==> src/rtl/button_press_gen.sv <==
// Emulates a bouncing active-low push button: one short or long press per start,
// with configurable contact bounce on both edges and a released quiet gap afterwards.
module button_press_gen #(
   parameter int unsigned MAX        = 50_000_000,
   parameter int unsigned SHORT_CYC  = MAX / 4,
   parameter int unsigned LONG_CYC   = 2 * MAX,
   parameter int unsigned GAP_CYC    = MAX / 10,
   parameter int unsigned BOUNCE_CYC = 1000,
   parameter int unsigned BOUNCE_N   = 4
) (
   input  logic       clk,
   input  logic       reset,
   input  logic       start,
   input  logic [1:0] kind,
   input  logic       abort,
   output logic       button,
   output logic       busy,
   output logic       done,
   output logic       err
);

   typedef enum logic [2:0] {
      IDLE,
      BOUNCE_IN,
      HOLD,
      BOUNCE_OUT,
      GAP
   } state_t;

   localparam logic [31:0] BOUNCE_LAST = 32'(BOUNCE_CYC) - 32'd1;
   localparam logic [31:0] TOGGLE_LAST = 32'(BOUNCE_N) - 32'd1;
   localparam logic [31:0] SHORT_LAST  = 32'(SHORT_CYC) - 32'd1;
   localparam logic [31:0] LONG_LAST   = 32'(LONG_CYC) - 32'd1;
   localparam logic [31:0] GAP_LAST    = 32'(GAP_CYC) - 32'd1;

   state_t      state;
   logic [31:0] count;
   logic [31:0] toggles;
   logic [1:0]  kind_q;
   logic [31:0] hold_last;

   assign hold_last = (kind_q == 2'd2) ? LONG_LAST : SHORT_LAST;

   // NOTE: every register below is assigned with <= so all of them update from
   // the same pre-edge values; blocking writes here would create ordering races.
   always_ff @(posedge clk or posedge reset) begin
      if (reset) begin
         state   <= IDLE;
         count   <= '0;
         toggles <= '0;
         kind_q  <= '0;
         button  <= 1'b1;
         busy    <= 1'b0;
         done    <= 1'b0;
         err     <= 1'b0;
      end else begin
         done <= 1'b0;
         err  <= 1'b0;
         // Abort outranks every in-flight transition, including the final gap cycle.
         if (state != IDLE && abort) begin
            state   <= IDLE;
            count   <= '0;
            toggles <= '0;
            button  <= 1'b1;
            busy    <= 1'b0;
         end else begin
            unique case (state)
               IDLE: begin
                  if (start && !done) begin
                     if (kind == 2'd1 || kind == 2'd2) begin
                        kind_q  <= kind;
                        busy    <= 1'b1;
                        button  <= 1'b0;
                        count   <= '0;
                        toggles <= '0;
                        state   <= (BOUNCE_N == 0) ? HOLD : BOUNCE_IN;
                     end else begin
                        err <= 1'b1;
                     end
                  end
               end

               BOUNCE_IN: begin
                  if (count == BOUNCE_LAST) begin
                     button <= ~button;
                     count  <= '0;
                     if (toggles == TOGGLE_LAST) begin
                        toggles <= '0;
                        state   <= HOLD;
                     end else begin
                        toggles <= toggles + 32'd1;
                     end
                  end else begin
                     count <= count + 32'd1;
                  end
               end

               HOLD: begin
                  if (count == hold_last) begin
                     button <= 1'b1;
                     count  <= '0;
                     state  <= (BOUNCE_N == 0) ? GAP : BOUNCE_OUT;
                  end else begin
                     count <= count + 32'd1;
                  end
               end

               BOUNCE_OUT: begin
                  if (count == BOUNCE_LAST) begin
                     button <= ~button;
                     count  <= '0;
                     if (toggles == TOGGLE_LAST) begin
                        toggles <= '0;
                        state   <= GAP;
                     end else begin
                        toggles <= toggles + 32'd1;
                     end
                  end else begin
                     count <= count + 32'd1;
                  end
               end

               GAP: begin
                  if (count == GAP_LAST) begin
                     done  <= 1'b1;
                     busy  <= 1'b0;
                     count <= '0;
                     state <= IDLE;
                  end else begin
                     count <= count + 32'd1;
                  end
               end

               default: state <= IDLE;
            endcase
         end
      end
   end

endmodule

==> config.mk <==
export PLATFORM = sky130hd
export DESIGN_NAME = button_press_gen
export DESIGN_NICKNAME = d
export VERILOG_FILES = /design/src/rtl/button_press_gen.sv
export SDC_FILE = /design/constraint.sdc
export NUM_CORES = 1
export LEC_CHECK = 0
export CAP_MARGIN = 20
export CORE_UTILIZATION = 50
export DETAILED_ROUTE_END_ITERATION = 12
export PLACE_DENSITY = 0.63
export SETUP_SLACK_MARGIN = 0.05
export SLEW_MARGIN = 20
export SYNTH_ARGS = -nofsm -noshare
export SYNTH_HDL_FRONTEND = slang
export SYNTH_SLANG_ARGS = --single-unit
==> constraint.sdc <==
create_clock -name clk -period 6.96 [get_ports clk]
set_input_delay 2.088 -clock clk [delete_from_list [all_inputs] [get_ports clk]]
set_output_delay 2.088 -clock clk [all_outputs]
set_load 0.05 [all_outputs]
==> impl_metrics.py <==
metrics = {
    "sta": {
        "timing.setup.tns_ps": 0,
        "setup_violations": 0,
        "max_freq_mhz": 220,
        "layout_worst_path_cycle_share": 0.653,
        "finalHoldViolCount": 0,
        "tightest_slew_ps": 939,
        "slew_violations": 0,
        "relSlewSlack": 0.374,
        "clock_skew_ps": 10.6,
        "fin_crit_ps": 4540,
        "rsz0062_at_grt": "no",
        "setup_slack_ps": 2420,
    },
    "floorplanning": {
        "core_mm2": 0.00838,
        "initial_core_util": 0.525,
        "dieArea_mm2": 0.00918,
        "die_w_um": 95.8,
        "placementRows": 33,
        "die_h_um": 95.8,
        "io_pins": 10,
    },
    "logic_synthesis": {
        "synth_edf_count": 0,
        "synth_fp_nets": 510,
        "postSynthAreaPerCell_um2": 8.76,
        "ys_seq_elements": 73,
        "synth_cell_type_count": 62,
        "synth-async-reset-ratio": 1.00,
        "yosysWarnings": 0,
        "syn_area_mm2": 0.00440,
        "seq_area_frac_synth": 0.416,
        "netlist_instances": 502,
        "ys.flop_type": "dfrtp_1",
    },
    "detailed_routing": {
        "drt-met1-wl_mm": 4.77,
        "routed_wl_mm": 10.3,
        "drc": 0,
        "first_pass_iters": 4,
        "wl_met2_mm": 5.13,
        "drt_iter0_drc": 203,
        "wire_per_inst_um": 16.9,
        "postRouteAntennaNets": 0,
        "routed.top_layer": "met4",
        "routed_via_density": 6.20,
        "wl_met3_um": 298,
        "dr_total_vias": 3789,
    },
    "setup_path": {
        "crit_arrival_ps": 4780,
        "r2r_cells": 6,
        "worstSetupPathType": "input port to register",
        "required_ps": 7190,
        "cp-start-kind": "input port",
        "critPathCaptureType": "register",
        "cp_max_fo": 15,
    },
    "cts": {
        "clk_pin_slew_ps": 80,
        "cts_tree": "yes",
        "clock_latency_ps": 340,
        "clockRootBuffer": "clkbuf_8",
        "postCtsResizedCells": 0,
        "cts_buffers": 9,
        "cts.sinks": 73,
        "postCtsSetupBuffers": 0,
        "htree_levels": 3,
        "cts_hold_buffers": 0,
        "cts_max_path_buffers": 2,
    },
    "cells_and_area": {
        "most-common-layout-cells": "72 x dfrtp_1, 48 x nand2_1, 43 x a21oi_1",
        "area_growth_pct": 8.87,
        "nets": 509,
        "drive_gt1_frac": 0.0751,
        "final_common_cell": "dfrtp_1",
        "antennaDiodeCount": 0,
        "final_core_util": 0.571,
    },
    "power_and_ir_drop": {
        "power_leakage_nw": 1.81,
        "ir_worst_vdd_mv": 0.0987,
        "p_switching_w": 0.000266,
        "combPwrFrac": 0.140,
        "seqPwrFrac": 0.465,
        "pwr-share-clk": 0.396,
        "intPower_w": 0.000700,
        "swShare": 0.275,
        "powerDensity_mw_per_mm2": 202,
    },
    "status": {
        "outcome": "finished clean",
    },
    "hold_path": {
        "holdPathStages": 1,
        "hp-class": "register to register",
    },
    "global_route": {
        "grt_usage": 0.247,
        "grt_overflow": 0,
        "antenna_found_initial": 0,
        "grt_pass1_vias": 3629,
        "grt_start_max_net_pins": 74,
        "grt_pass1_wl_mm": 17.5,
    },
    "placed_design": {
        "port_buffers": 9,
        "dpl.hpwl_mm": 7.18,
        "pre_cts_ws_ps": 2060,
        "place.gp.congestion": 0.864,
    },
    "run": {
        "drv_cap": 0,
    },
}
-- critical path, cell delays in order --
cell and delay (ps):
clkdlybuf4s50_1 570, or3_1 660, nor2_1 410, o21ai_0 440, buf_4 300, o41ai_1 300
-- cells in the mapped netlist (all sizes together) (6+ instances only) --
master / n / area (um2)
dfrtp: 72 / 1800
nand2: 48 / 180
a21oi: 43 / 215
o21ai: 35 / 179
nor2: 28 / 105
nand3: 27 / 135
nor3: 23 / 120
nand4: 22 / 138
xor2: 22 / 193
clkbuf: 16 / 60.1
nor4: 16 / 115
o31ai: 14 / 105
inv: 13 / 48.8
and3: 12 / 75.1
buf: 11 / 65.1
or4: 11 / 82.6
xnor2: 10 / 87.6
and4: 8 / 70.1
and2: 7 / 43.8
o211ai: 7 / 52.6
nor3b: 6 / 45.0
nor4b: 6 / 86.3
or3: 6 / 37.5
-- metal layers --
layer / up-vias / GRT usage
met1: 1854 / 0.322
met2: 54 / 0.419
met3: 12 / 0.0474
met4: 0 / 0.0684
met5: - / 0
li1: 1869 / -
-- power by group through the flow --
stage	Clock (W)	Sequential (W)	Combinational, W
detailed placement	0	0.000457	0.000135
CTS	0.000394	0.000449	0.000135
finish	0.000382	0.000449	0.000135
global placement	0	0.000457	0.000134
global route	0.000414	0.000450	0.000148
floorplan	0	0.000472	0.0000797
-- metrics by stage --
| step | power [W] | cells | hold WS, ps | area, um2 |
|---|---|---|---|---|
| final | 0.000966 | 611 | 517 | 4790 |
| after global routing | 0.00101 | 611 | 534 | 4790 |
| after CTS | 0.000977 | 611 | 519 | 4770 |
| after detailed placement | 0.000592 | 595 | 504 | 4540 |
| after global placement | 0.000591 | 595 | 493 | 4540 |
| after floorplan | 0.000552 | 502 | 467 | 4400 |
-- area by class of cell --
cell class                      count  area, um2
Clock buffer                       12        155
Clock inverter                      4       73.8
Fill cell                         797       3590
Inverter                           13       48.8
Multi-Input combinational cell    389       2420
Sequential cell                    73       1830
Tap cell                          105        131
Timing Repair Buffer               15        135
-- state kept, by name, summed over array words and instances, names as in the netlist --
| signal | cells |
|---|---|
| button | 1 |
| kind_q | 2 |
| count | 32 |
| err | 1 |
| toggles | 32 |
| done | 1 |
| busy | 1 |
| state | 3 |
-- kinds of logic after synthesis --
| logic type | Yosys count | share of synthesized area |
|---|---|---|
| and+or+nand+nor | 235 | 0.306 |
| AOI/OAI and AO/OA | 119 | 0.167 |
| DFF | 73 | 0.416 |
| buffers and inverters | 40 | 0.0395 |
| xor gates and xnor gates | 32 | 0.0637 |
| adders and majority gates | 2 | 0.00569 |
| muxes | 1 | 0.00256 |
-- path summary, 6_finish.rpt --
check | from | end | slack [ps]
hold / removal | busy$_DFFE_PP0P_ | busy$_DFFE_PP0P_ | 520
max in group asynchronous | reset | count[13]$_DFFE_PP0P_ | 4000
hold reg to reg | busy$_DFFE_PP0P_ | busy$_DFFE_PP0P_ | 520
min in group asynchronous | reset | toggles[26]$_DFFE_PP0P_ | 2350
setup / recovery | abort | toggles[17]$_DFFE_PP0P_ | 2420
setup reg to reg | count[27]$_DFFE_PP0P_ | toggles[14]$_DFFE_PP0P_ | 3990
(Power assumes the default switching activity.)
